<file path="config.mk">
export PLATFORM = sky130hd
export DESIGN_NAME = flow_ctrl
export DESIGN_NICKNAME = d
export VERILOG_FILES = /design/src/rtl/flow_ctrl.sv
export SDC_FILE = /design/constraint.sdc
export NUM_CORES = 1
export LEC_CHECK = 0
export CAP_MARGIN = 20
export CORE_MARGIN = 4
export CORE_UTILIZATION = 32
export DETAILED_ROUTE_END_ITERATION = 8
export GPL_TIMING_DRIVEN = 1
export PLACE_DENSITY = 0.73
export SYNTH_ARGS = -nofsm -noshare
export SYNTH_HDL_FRONTEND = slang
export SYNTH_SLANG_ARGS = --single-unit
</file>
<file path="constraint.sdc">
create_clock -name clk -period 2 [get_ports clk]
set_input_delay 0.4 -clock clk [delete_from_list [all_inputs] [get_ports clk]]
set_output_delay 0.4 -clock clk [all_outputs]
set_load 0.02 [all_outputs]
</file>
<file path="src/rtl/flow_ctrl.sv">
// Pipeline flow control: stall/flush decisions for PC, IF/ID, ID/EX and EX/MEM,
// PC redirect on taken jumps, multi-cycle divide tracking and a stall counter.
module flow_ctrl #(
    parameter int DIV_CYCLES = 4
) (
    input  logic        clk,
    input  logic        rst_n,
    input  logic [4:0]  id_rs1_addr_i,
    input  logic        id_rs1_re_i,
    input  logic [4:0]  id_rs2_addr_i,
    input  logic        id_rs2_re_i,
    input  logic [4:0]  ex_rd_addr_i,
    input  logic        ex_rd_we_i,
    input  logic        ex_mem_rd_i,
    input  logic        ex_jump_i,
    input  logic [31:0] ex_jump_addr_i,
    input  logic        ex_div_start_i,
    input  logic        mem_busy_i,
    output logic        fc_jump_o,
    output logic [31:0] fc_jump_addr_o,
    output logic        fc_bk_pc_o,
    output logic        fc_bk_ifid_o,
    output logic        fc_bk_idex_o,
    output logic        fc_bk_exmem_o,
    output logic        fc_flush_ifid_o,
    output logic        fc_flush_idex_o,
    output logic        fc_flush_exmem_o,
    output logic [31:0] fc_stall_cnt_o
);

    localparam int CNT_W = $clog2(DIV_CYCLES);

    typedef enum logic {RUN = 1'b0, DIV = 1'b1} state_t;

    state_t             state_reg, state_next;
    logic [CNT_W-1:0]   div_cnt_reg, div_cnt_next;
    logic [31:0]        stall_cnt_reg;

    logic [1:0]         src_re;
    logic [4:0]         src_addr [2];
    logic [1:0]         src_hit;
    logic               load_use;
    logic               div_active;

    assign src_re      = {id_rs2_re_i, id_rs1_re_i};
    assign src_addr[0] = id_rs1_addr_i;
    assign src_addr[1] = id_rs2_addr_i;

    generate
        for (genvar gi = 0; gi < 2; gi++) begin : g_src
            assign src_hit[gi] = src_re[gi] && (src_addr[gi] == ex_rd_addr_i);
        end
    endgenerate

    // x0 is never a real dependency, so a load targeting it cannot cause a hazard.
    assign load_use   = ex_mem_rd_i && ex_rd_we_i && (ex_rd_addr_i != 5'd0) && (|src_hit);
    assign div_active = (state_reg == DIV) || ex_div_start_i;

    always_ff @(posedge clk or negedge rst_n) begin
        if (!rst_n) begin
            state_reg   <= RUN;
            div_cnt_reg <= '0;
        end else begin
            state_reg   <= state_next;
            div_cnt_reg <= div_cnt_next;
        end
    end

    // The divide keeps counting through memory waits; a start seen while memory
    // is busy is dropped and repeats next cycle because EX is held.
    always_comb begin
        state_next   = state_reg;
        div_cnt_next = div_cnt_reg;
        case (state_reg)
            RUN: begin
                if (ex_div_start_i && !mem_busy_i) begin
                    state_next   = DIV;
                    div_cnt_next = CNT_W'(DIV_CYCLES - 1);
                end
            end
            DIV: begin
                div_cnt_next = div_cnt_reg - CNT_W'(1);
                if (div_cnt_reg == CNT_W'(1)) begin
                    state_next = RUN;
                end
            end
            default: begin
                state_next   = RUN;
                div_cnt_next = '0;
            end
        endcase
    end

    always_comb begin
        fc_jump_o        = 1'b0;
        fc_bk_pc_o       = 1'b0;
        fc_bk_ifid_o     = 1'b0;
        fc_bk_idex_o     = 1'b0;
        fc_bk_exmem_o    = 1'b0;
        fc_flush_ifid_o  = 1'b0;
        fc_flush_idex_o  = 1'b0;
        fc_flush_exmem_o = 1'b0;
        if (mem_busy_i) begin
            fc_bk_pc_o    = 1'b1;
            fc_bk_ifid_o  = 1'b1;
            fc_bk_idex_o  = 1'b1;
            fc_bk_exmem_o = 1'b1;
        end else if (div_active) begin
            fc_bk_pc_o       = 1'b1;
            fc_bk_ifid_o     = 1'b1;
            fc_bk_idex_o     = 1'b1;
            fc_flush_exmem_o = 1'b1;
        end else if (ex_jump_i) begin
            fc_jump_o       = 1'b1;
            fc_flush_ifid_o = 1'b1;
            fc_flush_idex_o = 1'b1;
        end else if (load_use) begin
            fc_bk_pc_o      = 1'b1;
            fc_bk_ifid_o    = 1'b1;
            fc_flush_idex_o = 1'b1;
        end
    end

    always_ff @(posedge clk or negedge rst_n) begin
        if (!rst_n) begin
            stall_cnt_reg <= '0;
        end else if (fc_bk_pc_o) begin
            stall_cnt_reg <= stall_cnt_reg + 32'd1;
        end
    end

    assign fc_jump_addr_o = ex_jump_addr_i;
    assign fc_stall_cnt_o = stall_cnt_reg;

endmodule

</file>
After elaboration in Yosys (flattened, before gate mapping)
Cells that the tools add are included.
Storage, ports and cells
  register bits: 35
  bits of input ports: 56
  output and inout bits: 72
  logic and storage cells: 39
Operators by class
  $add $sub $neg: 2
  eq/ne operators: 4
  muxes and demuxes: 19
  bitwise logic cells: 1
  reductions and logical operators: 10
Operators by type and width (count)
  $add A32 B1 Y32 const B: 1
  $mux W1: 16
  $eq A5 B5 Y1: 2
  $logic_and A1 B1 Y1: 6
  $reduce_bool A5 Y1: 1
  $pmux W2 S2: 1
  $eq A2 B1 Y1 const B: 1
  $mux W2: 1
  $ne A2 B2 Y1 const B: 1
  $pmux W1 S2: 1
  $reduce_or A2 Y1: 1
  $sub A2 B1 Y2 const B: 1
  $logic_not A1 Y1: 1
  $logic_or A1 B1 Y1: 1
  $not A1 Y1: 1

Longest topological paths before layout
Gate-level depths: netlist (run 1).
  word-level depth: 8
  mapped depth: 7
  depth with buffers taken out: 6

Least setup slack after synthesis (run 1)
No wires, ideal clock.
  kind: in2out
  start: in ex_rd_addr_i[0]
  end: out fc_bk_pc_o
  arrival: 1900 ps
  required time: 1600 ps
  path slack: -300 ps
  stages on the path: 6
  path buffers: 2
  cell sequence: or4_1 o211ai_1 o31a_1 buf_2 inv_1 buf_4
On the way
  word-level cells in the longest chain between the ends: 8
  elaborated cells between the ends (all ways): 12
  classes of those cells: 2 x eq/ne; 4 x mux; 6 x reduce/logical
RTL lines
  start: declaration: RTL line 12  | input logic [4:0] ex_rd_addr_i,
  $eq A5 B5 Y1: RTL line 51  | assign src_hit[gi] = src_re[gi] && (src_addr[gi] == ex_rd_addr_i);
  $logic_and A1 B1 Y1: RTL line 51
  $reduce_or A2 Y1: RTL line 56  | assign load_use = ex_mem_rd_i && ex_rd_we_i && (ex_rd_addr_i != 5'd0) && (|src_hit);
  $logic_and A1 B1 Y1 (*): RTL line 56
  $mux W1 (*) (4 in series)
  end: declaration: RTL line 21  | output logic fc_bk_pc_o,
Every way passes the cells marked *; elsewhere a longest branch is shown, timed or not.

Worst setup path in the final report (run 1)
  start: in id_rs1_addr_i[1]
  end: reg stall_cnt_reg[10], in the netlist fc_stall_cnt_o[10]
On the way
  word-level cells in the longest chain between the ends: 8
RTL lines
  start: declaration: RTL line 8  | input logic [4:0] id_rs1_addr_i,
  $eq A5 B5 Y1: RTL line 51
  $logic_and A1 B1 Y1: RTL line 51
  $reduce_or A2 Y1: RTL line 56
  $logic_and A1 B1 Y1: RTL line 56
  $mux W1: RTL line 117  | end else if (load_use) begin
  $mux W1: RTL line 113  | end else if (ex_jump_i) begin
  $mux W1: RTL line 108  | end else if (div_active) begin
  $mux W1: RTL line 103  | if (mem_busy_i) begin
  end signal: assignment: RTL line 128  | stall_cnt_reg <= stall_cnt_reg + 32'd1;
  end: declaration: RTL line 37  | logic [31:0] stall_cnt_reg;
No other way between the ends.
A chain may end at the register's enable or synchronous reset.

==> load_flow_metrics.sql, run 1 <==
INSERT INTO impl_metrics (metric_group, metric, value, unit) VALUES
('timing', 'timing.final.setup_violations', '11', ''),
('power', 'irDropWorstVdd', '0.000683', 'V'),
('timing', 'tightestPinTransition', '0.471', 'ns'),
('synth', 'synth_enable_flop_cells', '0', ''),
('placed_design', 'io_buf_count', '63', ''),
('route', 'antenna_left', '0', ''),
('global_routing', 'initial_antenna_violation_count', '0', ''),
('clock_tree', 'clock_insertion_delay_worst_skew', '0.28', 'ns'),
('synth', 'synth-seq-cells', '35', ''),
('synth', 'synthFlopType', 'sky130_fd_sc_hd__dfrtp_1', ''),
('cells_and_area', 'largest_reg_flops', '32', ''),
('critical_path', 'cell_with_the_largest_stage_delay_on_the_worst_path', 'sky130_fd_sc_hd__o31a_1', ''),
('cells_and_area', 'layout.cell_area.non_filler', '3290', 'µm²'),
('route', 'first_pass_iters', '4', ''),
('placed_design', 'dp_hpwl', '3.57', 'mm'),
('global_routing', 'wire_length_of_the_first_global_routing_pass', '8.81', 'mm'),
('timing', 'timing.max_slew.rel_slack', '68.5', '%'),
('synth', 'yosys_warnings', '0', ''),
('power', 'power.share.sequential', '34.6', '%'),
('placed_design', 'dp.cells', '328', ''),
('global_routing', 'number_of_global_route_vias_before_repair', '1756', ''),
('cells_and_area', 'layout.cells.non_filler', '344', ''),
('cells_and_area', 'antenna_cells', '0', ''),
('clock_tree', 'clk_pin_slew_worst_paths', '0.07', 'ns'),
('floorplanning', 'floorplan.io_pins', '128', ''),
('clock_tree', 'htreeDepth', '2', ''),
('synth', 'synth-seq-area-share', '40.5', '%'),
('global_routing', 'pin_count_of_the_biggest_net_entering_global_routing', '36', ''),
('route', 'route.detailed.vias_per_inst', '4.82', ''),
('power', 'internal_power_summed_over_all_cells', '1.86', 'mW'),
('power', 'comb_power_share', '46.2', '%'),
('synth', 'net_count_after_synthesis', '266', ''),
('clock_tree', 'cts_buffers', '5', ''),
('timing', 'post-route-period-util', '104', '%'),
('synth', 'post_synth_instance_area', '2160', 'µm²'),
('cells_and_area', 'layout.filler_cells', '587', ''),
('floorplanning', 'num_rows', '29', ''),
('cells_and_area', 'share_of_final_layout_standard_cells_stronger_than_drive_strength_1', '35.2', '%'),
('floorplanning', 'core-area', '6460', 'µm²'),
('route', 'dr_total_vias', '1657', ''),
('power', 'switching_power', '1.09', 'mW'),
('power', 'leakage', '1.32', 'nW'),
('clock_tree', 'numClockSinks', '35', ''),
('critical_path', 'critical_path.cell_chain', 'buf_6 > xor2_1 > nor4_1 > a32oi_1 > o31a_1 > buf_6 > buf_12 > buf_16 > buf_4 > nor3_4 > xor2_1', ''),
('job', 'drv_cap', '0', ''),
('route', 'dr_iter_0_viols', '53', ''),
('clock_tree', 'clock_tree_from_tritoncts', 'yes', ''),
('floorplanning', 'die_h', '90.2', 'µm'),
('timing', 'final_critical_path_setup_slack', '-0.0762', 'ns'),
('floorplanning', 'die_w', '90.2', 'µm'),
('route', 'routed_wirelength', '5.33', 'mm'),
('synth', 'synth_cell_type_count', '33', ''),
('power', 'power.switching_fraction', '37.1', '%'),
('critical_path', 'critical_path_startpoint_category', 'primary input', ''),
('clock_tree', 'clock_path_buffers', '2', ''),
('status', 'failed_checks', 'negative setup slack', ''),
('clock_tree', 'cts-hold-fix-buffers', '0', ''),
('synth', 'avg_synthesized_cell_area', '10.4', 'µm²'),
('synth', 'synthArstFlopShare', '100', '%'),
('timing', 'min_period', '2.08', 'ns'),
('timing', 'timing.final.hold_violations', '0', ''),
('power', 'clock_power_share', '19.2', '%'),
('hold_path', 'holdCritPathClass', 'flop to flop', ''),
('status', 'status', 'finished with violations', ''),
('placed_design', 'gp_congestion', '0.763', ''),
('cells_and_area', 'num-nets-final', '324', ''),
('floorplanning', 'effective_utilization_at_floorplan', '33.5', '%'),
('cells_and_area', 'area_growth_syn_to_layout', '52.1', '%'),
('route', 'wire_per_inst', '15.5', 'µm'),
('critical_path', 'largest_driver_fanout_on_the_critical_path', '6', ''),
('route', 'drc', '0', '');
-- synth_stat cells (all sizes together) (2+ instances only) --
master   n  area [µm²]
clkbuf   2        7.51
nor4b    4        50.1
ha       2        25.0
buf     39         298
mux2     2        22.5
nor2    10        37.5
and2     2        12.5
and3     4        25.0
inv      6        22.5
xor2    36         315
nand4    4        25.0
nand3    7        35.0
dfrtp   35         876
nand2   14        52.6
xnor2    5        43.8
nor3     8        40.0
nor3b    2        15.0
nor4    16         188
-- path summary, 6_finish.rpt --
path / endpoint / slack (ns) / depth (start not counted) / startpoint
min: fc_stall_cnt_o[31] / 0.48 / 1 / fc_stall_cnt_o[31]
max in group asynchronous: fc_stall_cnt_o[6] / 1.12 / 2 / rst_n
min reg2reg: fc_stall_cnt_o[31] / 0.48 / 1 / fc_stall_cnt_o[31]
max reg2reg: fc_stall_cnt_o[21] / 0.08 / 8 / fc_stall_cnt_o[5]
min in group asynchronous: fc_stall_cnt_o[15] / 0.53 / 2 / rst_n
max: fc_stall_cnt_o[10] / -0.08 / 11 / id_rs1_addr_i[1]
-- per-layer routing --
metal	wire (µm)	GRT usage [%]	part of all wire, %	up-vias
met4	81	3.83	1.5	0
li1	-	-	-	790
met3	241	3.09	4.5	18
met2	2770	23.1	52	38
met1	2240	16.2	42	811
met5	0	0	0	-
-- cells in the final DEF, fill, tap and decap left out, drive strengths merged --
cell type and count:
mux2 2, or3 1, nor4 16, nor2 10, inv 6, or4 1, nor3b 2, xnor2 5
nand4 4, a32oi 1, and4 1, nor3 8, nand2 14, dfrtp 35, ha 2, clkdlybuf4s50 40
buf 41, o31a 1, nor2b 1, clkdlybuf4s15 2, and3 4, bufbuf 1, o211ai 1, nand3 7
a21oi 1, and2 2, dlygate4sd2 5, xor2 36, nor4b 4, clkbuf 11, o21ai 1, nand2b 1
-- through the flow --
step | setup slack (ns) | TNS, ns | hold slack [ns] | util [%]
after detailed placement | -0.930 | -25.60 | 0.473 | 42.7
final | -0.0762 | -0.439 | 0.484 | 50.9
after global placement | -0.936 | -25.28 | 0.459 | 42.7
after global routing | -0.193 | -2.21 | 0.506 | 50.9
after floorplan | -0.249 | -0.323 | 0.104 | -
after CTS | -0.113 | -0.535 | 0.485 | 50.2
-- power groups by stage --
stage	Clock [mW]	Combinational [mW]	Sequential [mW]
floorplan	0	0.504	1.18
global placement	0	1.10	1.02
detailed placement	0	1.12	1.03
CTS	0.584	1.35	1.02
global route	0.623	1.46	1.05
finish	0.567	1.36	1.02
-- worst max-delay path, delay by kind of cell --
kind / cells / cell delay, ns
xor+xnor: 2 / 0.30
buf+inv: 5 / 0.66
compound gates: 2 / 0.52
simple gates: 2 / 0.39
-- final cells by class --
| cell class | instances | area [µm²] | area share [%] |
|---|---|---|---|
| Inverter | 6 | 22.5 | 0.685 |
| Clock buffer | 8 | 100 | 3.05 |
| Sequential cell | 35 | 880 | 26.8 |
| Timing Repair Buffer | 92 | 941 | 28.6 |
| Multi-Input combinational cell | 126 | 1250 | 37.9 |
| Tap cell | 77 | 96.3 | 2.93 |
-- timing repair --
| action | CTS | global route |
|---|---|---|
| setup endpoints to repair | 40 | 36 |
| cloned | 4 | 0 |
| pin swaps | 48 | 31 |
| gates resized for setup | 117 | 20 |
| buffers inserted | 3 | 2 |
-- kinds of logic (layout without fill, tap and decap cells) --
group,count (synthesis),in the layout,synth area share (%)
adders and majority gates,2,2,1.16
AOI/OAI and AO/OA,5,5,1.62
and+or+nand+nor,76,76,23.9
buffers and inverters,47,106,15.2
DFF,35,35,40.5
muxes,2,2,1.04
xor gates and xnor gates,41,41,16.6
No activity file was read; power rests on OpenSTA's default activity.
==> inputs of run 2 (changes only) <==
- CTS_BUF_LIST: not set -> sky130_fd_sc_hd__clkbuf_4 sky130_fd_sc_hd__clkbuf_8
==> run 2 against run 1 <==
The run still ends with negative setup slack left. Setup slack is essentially flat. Sequential power is essentially flat. Clock power grew 3%. Cell count is the same. Largest cell class unchanged. Largest power group unchanged.
==> load_flow_metrics.sql, run 2 (same netlist as run 1, synthesis figures left out) <==
INSERT INTO impl_metrics (metric_group, metric, value, unit) VALUES
('power', 'leakage', '1.32', 'nW'),
('critical_path', 'path_class', 'primary input to flop', ''),
('floorplanning', 'effective_utilization_at_floorplan', '33.5', '%'),
('route', 'route.met3.wl', '241', 'µm'),
('route', 'route.detailed.vias_per_inst', '4.81', ''),
('global_routing', 'initial_antenna_violation_count', '0', ''),
('clock_tree', 'cts_buffers', '5', ''),
('floorplanning', 'floorplan.io_pins', '128', ''),
('timing', 'timing.final.setup_violations', '11', ''),
('route', 'antenna_left', '0', ''),
('route', 'wl_met1', '2.23', 'mm'),
('timing', 'post-route-period-util', '104', '%'),
('clock_tree', 'clock_tree_from_tritoncts', 'yes', ''),
('cells_and_area', 'multiInputGateArea', '1250', 'µm²'),
('global_routing', 'globalRouteOverflowTotal', '0', ''),
('status', 'status', 'finished with violations', ''),
('route', 'top_layer', 'met4', ''),
('critical_path', 'largest_driver_fanout_on_the_critical_path', '6', ''),
('critical_path', 'reg2regPathDepth', '8', ''),
('cells_and_area', 'area_growth_syn_to_layout', '52.2', '%'),
('critical_path', 'beginning_of_the_critical_path', 'id_rs1_addr_i[1]', ''),
('timing', 'final_critical_path_setup_slack', '-0.0761', 'ns'),
('power', 'irDropWorstVdd', '0.000683', 'V'),
('timing', 'fin_skew', '0.00751', 'ns'),
('critical_path', 'reg2reg_from', 'fc_stall_cnt_o[5]', ''),
('route', 'drc', '0', ''),
('cells_and_area', 'largest_reg_flops', '32', ''),
('floorplanning', 'core-area', '6460', 'µm²'),
('critical_path', 'crit_path_to', 'fc_stall_cnt_o[10]', ''),
('global_routing', 'wire_length_of_the_first_global_routing_pass', '8.81', 'mm'),
('floorplanning', 'dieArea', '8130', 'µm²'),
('clock_tree', 'clock_insertion_delay_worst_skew', '0.28', 'ns'),
('hold_path', 'holdCritPathClass', 'flop to flop', ''),
('timing', 'min_period', '2.08', 'ns'),
('global_routing', 'number_of_global_route_vias_before_repair', '1756', ''),
('timing', 'fmax', '482', 'MHz'),
('cells_and_area', 'layout.filler_cells', '587', ''),
('job', 'drv_cap', '0', ''),
('critical_path', 'crit_path_max_incr_delay', '0.36', 'ns'),
('critical_path', 'cell_with_the_largest_stage_delay_on_the_worst_path', 'sky130_fd_sc_hd__o31a_1', ''),
('timing', 'hold_slack', '0.484', 'ns'),
('clock_tree', 'clk_pin_slew_worst_paths', '0.07', 'ns'),
('status', 'failed_checks', 'negative setup slack', ''),
('placed_design', 'gp_congestion', '0.763', ''),
('cells_and_area', 'share_of_final_layout_standard_cells_stronger_than_drive_strength_1', '35.6', '%'),
('critical_path', 'critical_path.cell_chain', 'buf_6 > xor2_1 > nor4_1 > a32oi_1 > o31a_1 > buf_6 > buf_12 > buf_16 > buf_4 > nor3_4 > xor2_1', ''),
('cells_and_area', 'regArea', '880', 'µm²'),
('critical_path', 'critical_path_startpoint_category', 'primary input', ''),
('floorplanning', 'die_w', '90.2', 'µm'),
('cells_and_area', 'most_common_cell_after_layout_fill_and_taps_aside', 'sky130_fd_sc_hd__clkdlybuf4s50_1', ''),
('placed_design', 'dp_hpwl', '3.57', 'mm'),
('clock_tree', 'clock_path_buffers', '2', ''),
('route', 'dr_iter_0_viols', '53', ''),
('floorplanning', 'num_rows', '29', ''),
('placed_design', 'io_buf_count', '63', ''),
('critical_path', 'timing.rr.end', 'fc_stall_cnt_o[21]', ''),
('timing', 'tightestPinTransition', '0.471', 'ns'),
('route', 'wl_met2', '2.77', 'mm'),
('cells_and_area', 'commonest_non_fill_non_tap_cells_in_the_layout', '40 x sky130_fd_sc_hd__clkdlybuf4s50_1, 36 x sky130_fd_sc_hd__xor2_1, 32 x sky130_fd_sc_hd__dfrtp_1, 20 x sky130_fd_sc_hd__buf_4', ''),
('cells_and_area', 'num-nets-final', '324', ''),
('route', 'routed_wirelength', '5.32', 'mm'),
('global_routing', 'grt_use_total', '13.2', '%'),
('floorplanning', 'die_h', '90.2', 'µm'),
('power', 'cellPowerDensity', '902', 'nW/µm²'),
('timing', 'timing.final.hold_violations', '0', ''),
('clock_tree', 'numClockSinks', '35', ''),
('route', 'first_pass_iters', '4', ''),
('route', 'wire_per_inst', '15.5', 'µm'),
('critical_path', 'timing.critical_path.arrival', '2.28', 'ns'),
('cells_and_area', 'antenna_cells', '0', ''),
('critical_path', 'cp_data_required_time', '2.20', 'ns'),
('clock_tree', 'ctsRootBufferMaster', 'sky130_fd_sc_hd__clkbuf_8', ''),
('clock_tree', 'cts-hold-fix-buffers', '0', ''),
('timing', 'timing.max_slew.rel_slack', '68.5', '%'),
('critical_path', 'rrSetupSlack', '0.08', 'ns'),
('timing', 'rsz_0062_raised_after_global_routing', 'yes', ''),
('global_routing', 'pin_count_of_the_biggest_net_entering_global_routing', '36', ''),
('placed_design', 'pre_cts_slack', '-0.930', 'ns'),
('route', 'dr_total_vias', '1655', ''),
('clock_tree', 'htreeDepth', '2', ''),
('timing', 'final_slew_viol_count', '0', ''),
('critical_path', 'setup.worst_path.end_class', 'flop', '');
==> run 2: cell counts in the layout (fill, tap and decap cells not counted) <==
Identical to the previous run, type by type.
==> run 2: area by class of cell <==
class	count	area share, %
inverter	6	0.685
timing repair buffer	92	28.6
clock buffer	8	3.16
tap	77	2.93
multi-input combinational	126	37.9
sequential	35	26.7
==> run 2: worst max-delay path: cells and delay by family <==
family / cells / cell delay, ns
buffers and inverters: 5 / 0.66
AOI/OAI and AO/OA: 2 / 0.52
xor gates and xnor gates: 2 / 0.30
and+or+nand+nor: 2 / 0.39
==> run 2: worst min-delay path by stage <==
stage / end / start / cells after the start / slack [ns]
2_1_floorplan: div_cnt_reg[0] / rst_n / 0 / 0.10
3_3_place_gp: fc_stall_cnt_o[31] / fc_stall_cnt_o[31] / 1 / 0.46
3_5_place_dp: fc_stall_cnt_o[31] / fc_stall_cnt_o[31] / 1 / 0.47
4_1_cts: fc_stall_cnt_o[31] / fc_stall_cnt_o[31] / 1 / 0.49
5_1_grt: fc_stall_cnt_o[24] / fc_stall_cnt_o[24] / 1 / 0.51
6_report: fc_stall_cnt_o[31] / fc_stall_cnt_o[31] / 1 / 0.48
==> run 2: power breakdown <==
| group | leakage, nW | internal [mW] | switching [mW] |
|---|---|---|---|
| registers | 0.392 | 0.868 | 0.153 |
| clock network | 0.0549 | 0.328 | 0.255 |
| logic | 0.873 | 0.675 | 0.688 |
==> run 2: repair_timing <==
action | in CTS | in global routing
buffers inserted | 3 | 2
resized for setup | 117 | 20
setup endpoints to repair | 40 | 36
cloned | 4 | 0
pin swaps | 48 | 31
==> run 2: stage by stage <==
step	TNS, ns	std cells	power, mW	utilization [%]	instance area (µm²)
floorplan	-0.323	208	1.69	-	2170
global placement	-25.28	328	2.12	42.7	2760
detailed placement	-25.60	328	2.15	42.7	2760
CTS	-0.535	343	2.97	50.3	3250
global route	-2.21	344	3.15	50.9	3290
finish	-0.435	344	2.97	50.9	3290
==> run 2: routing by layer <==
metal	track usage, %	vias to the layer above
met4	3.83	0
met5	0	-
met3	3.09	18
met2	23.1	38
li1	-	790
met1	16.2	809
==> inputs of run 3 (changes only) <==
- CORE_ASPECT_RATIO: not set -> 1.75
- CTS_CLUSTER_SIZE: not set -> 12
==> run 3 against run 2 <==
The run still ends with negative setup slack left. Sequential share of layout area increased by 0.39 points. Combinational power decreased by 4%. Count of clock-buffer cells in the layout unchanged. Design area decreased by 1.4%. Via count increased by 3.3%. Wire length decreased by 0.62%. Sequential cell count unchanged. Die area increased by 0.63%. Fmax decreased by 0.23%. Total power decreased by 1.4%. Critical path type is now primary input to output pin. Critical endpoint is now fc_bk_ifid_o.
==> load_flow_metrics.sql, run 3 (same netlist as run 1, synthesis figures left out) <==
INSERT INTO impl_metrics (metric_group, metric, value, unit) VALUES
('status', 'status', 'finished with violations', ''),
('status', 'failed_checks', 'negative setup slack', ''),
('global_routing', 'number_of_global_route_vias_before_repair', '1850', ''),
('floorplanning', 'core-area', '6540', 'µm²'),
('cells_and_area', 'commonest_non_fill_non_tap_cells_in_the_layout', '39 x sky130_fd_sc_hd__clkdlybuf4s50_1, 35 x sky130_fd_sc_hd__xor2_1, 32 x sky130_fd_sc_hd__dfrtp_1, 27 x sky130_fd_sc_hd__buf_4', ''),
('timing', 'final_slew_viol_count', '0', ''),
('floorplanning', 'floorplan.io_pins', '128', ''),
('power', 'switching_power', '1.09', 'mW'),
('cells_and_area', 'antenna_cells', '0', ''),
('placed_design', 'pre_cts_slack', '-0.951', 'ns'),
('route', 'wl_met1', '1.77', 'mm'),
('timing', 'fin_skew', '0.00431', 'ns'),
('timing', 'rsz_0062_raised_after_global_routing', 'yes', ''),
('clock_tree', 'numClockSinks', '35', ''),
('cells_and_area', 'share_of_final_layout_standard_cells_stronger_than_drive_strength_1', '37.5', '%'),
('power', 'totalPowerFinal', '2.92', 'mW'),
('critical_path', 'cell_with_the_largest_stage_delay_on_the_worst_path', 'sky130_fd_sc_hd__or4_4', ''),
('route', 'dr_total_vias', '1710', ''),
('floorplanning', 'die_w', '70.1', 'µm'),
('route', 'drc', '0', ''),
('timing', 'tightestPinTransition', '0.450', 'ns'),
('timing', 'min_period', '2.08', 'ns'),
('timing', 'post-route-period-util', '104', '%'),
('critical_path', 'critical_path_startpoint_category', 'primary input', ''),
('cells_and_area', 'area_growth_syn_to_layout', '50.0', '%'),
('placed_design', 'io_buf_count', '63', ''),
('power', 'comb_power_share', '44.9', '%'),
('clock_tree', 'clock_tree_from_tritoncts', 'yes', ''),
('clock_tree', 'clock_path_buffers', '2', ''),
('critical_path', 'setup.worst_path.end_class', 'output pin', ''),
('power', 'internal_power_summed_over_all_cells', '1.84', 'mW'),
('route', 'first_pass_iters', '4', ''),
('power', 'power.switching_fraction', '37.2', '%'),
('cells_and_area', 'largest_reg_flops', '32', ''),
('placed_design', 'dp.cells', '334', ''),
('critical_path', 'crit_path_max_incr_delay', '0.52', 'ns'),
('power', 'irDropWorstVdd', '0.000399', 'V'),
('route', 'route.met3.wl', '396', 'µm'),
('floorplanning', 'dieArea', '8180', 'µm²'),
('clock_tree', 'htreeDepth', '2', ''),
('floorplanning', 'effective_utilization_at_floorplan', '33.0', '%'),
('placed_design', 'gp_congestion', '0.719', ''),
('cells_and_area', 'layout.cells.non_filler', '351', ''),
('critical_path', 'cp_data_required_time', '1.60', 'ns'),
('cells_and_area', 'layout.cell_area.non_filler', '3240', 'µm²'),
('critical_path', 'path_class', 'primary input to output pin', ''),
('route', 'route.detailed.vias_per_inst', '4.87', ''),
('floorplanning', 'die_h', '117', 'µm'),
('placed_design', 'dpl-instance-area', '2770', 'µm²'),
('critical_path', 'largest_driver_fanout_on_the_critical_path', '3', ''),
('timing', 'timing.final.hold_violations', '0', ''),
('timing', 'timing.final.setup_violations', '18', ''),
('global_routing', 'grt_use_total', '13.3', '%'),
('global_routing', 'initial_antenna_violation_count', '0', ''),
('timing', 'hold_slack', '0.473', 'ns'),
('clock_tree', 'clock_insertion_delay_worst_skew', '0.29', 'ns'),
('critical_path', 'timing.critical_path.arrival', '1.68', 'ns'),
('clock_tree', 'cts_buffers', '5', ''),
('power', 'cellPowerDensity', '902', 'nW/µm²'),
('route', 'dr_iter_0_viols', '43', ''),
('clock_tree', 'clk_pin_slew_worst_paths', '0.07', 'ns'),
('route', 'routed_wirelength', '5.29', 'mm'),
('route', 'antenna_left', '0', ''),
('hold_path', 'holdCritPathClass', 'flop to flop', ''),
('power', 'leakage', '1.32', 'nW'),
('global_routing', 'pin_count_of_the_biggest_net_entering_global_routing', '36', ''),
('job', 'drv_cap', '0', ''),
('timing', 'fmax', '481', 'MHz'),
('power', 'clock_power_share', '20.1', '%'),
('global_routing', 'wire_length_of_the_first_global_routing_pass', '8.65', 'mm'),
('route', 'wl_met2', '2.93', 'mm'),
('power', 'power.share.sequential', '35.0', '%'),
('floorplanning', 'num_rows', '39', ''),
('cells_and_area', 'most_common_cell_after_layout_fill_and_taps_aside', 'sky130_fd_sc_hd__clkdlybuf4s50_1', ''),
('critical_path', 'critical_path.cell_chain', 'buf_8 > or4_4 > o211ai_1 > o31a_1 > inv_2 > buf_6', ''),
('placed_design', 'dp_hpwl', '3.75', 'mm'),
('route', 'wire_per_inst', '15.1', 'µm'),
('timing', 'timing.max_slew.rel_slack', '70.0', '%'),
('global_routing', 'globalRouteOverflowTotal', '0', ''),
('clock_tree', 'ctsRootBufferMaster', 'sky130_fd_sc_hd__clkbuf_8', ''),
('cells_and_area', 'num-nets-final', '326', ''),
('route', 'top_layer', 'met4', ''),
('timing', 'final_critical_path_setup_slack', '-0.0809', 'ns');
[run 3: timing repair]
| action | in CTS | in global routing |
|---|---|---|
| gates resized for setup | 114 | 21 |
| endpoints found under the hold margin | 0 | 0 |
| hold buffers | 0 | 0 |
| pin swaps | 19 | 20 |
| cloned | 0 | 1 |
| setup endpoints to repair | 39 | 34 |
| setup buffers | 6 | 2 |
[run 3: area by class of cell]
cell class                      instances  area, µm²
Fill cell                             608       3300
Multi-Input combinational cell        126       1250
Timing Repair Buffer                   94        885
Sequential cell                        35        880
Clock buffer                            8        104
Tap cell                               82        103
Inverter                                6       22.5
[run 3: path summary, 6_finish.rpt]
check / start / slack, ns / end / cells past startpoint
worst max-delay path: ex_rd_addr_i[2] / -0.08 / fc_bk_ifid_o / 6
worst min-delay path: fc_stall_cnt_o[31] / 0.47 / fc_stall_cnt_o[31] / 1
worst max register to register: fc_stall_cnt_o[4] / 0.08 / fc_stall_cnt_o[28] / 7
worst min register to register: fc_stall_cnt_o[31] / 0.47 / fc_stall_cnt_o[31] / 1
max in group asynchronous: rst_n / 1.14 / fc_stall_cnt_o[4] / 2
min in group asynchronous: rst_n / 0.52 / fc_stall_cnt_o[31] / 2
[run 3: worst max-delay path: cells and delay by family]
kind / cells / cell delay (ns)
buffers and inverters: 3 / 0.30
AO/OA/AOI/OAI: 2 / 0.45
AND/OR/NAND/NOR: 1 / 0.52
[run 3: power by group through the flow]
stage          registers [mW]  clock network (mW)  logic, mW
2_1_floorplan            1.18                   0      0.504
3_3_place_gp             1.02                   0       1.12
3_5_place_dp             1.03                   0       1.15
4_1_cts                  1.02               0.606       1.28
5_1_grt                  1.05               0.645       1.42
6_report                 1.02               0.588       1.31
[run 3: stage by stage]
stage / util [%] / TNS [ns]
5_1_grt: 49.6 / -2.72
2_1_floorplan: - / -0.323
3_3_place_gp: 42.4 / -25.17
3_5_place_dp: 42.4 / -26.47
4_1_cts: 47.8 / -1.20
6_report: 49.6 / -0.540
[run 3: routing by layer]
metal	track usage, %	vias up
met5	0	-
met4	8.57	0
met3	3.62	35
met2	24.8	60
met1	12.6	828
li1	-	787
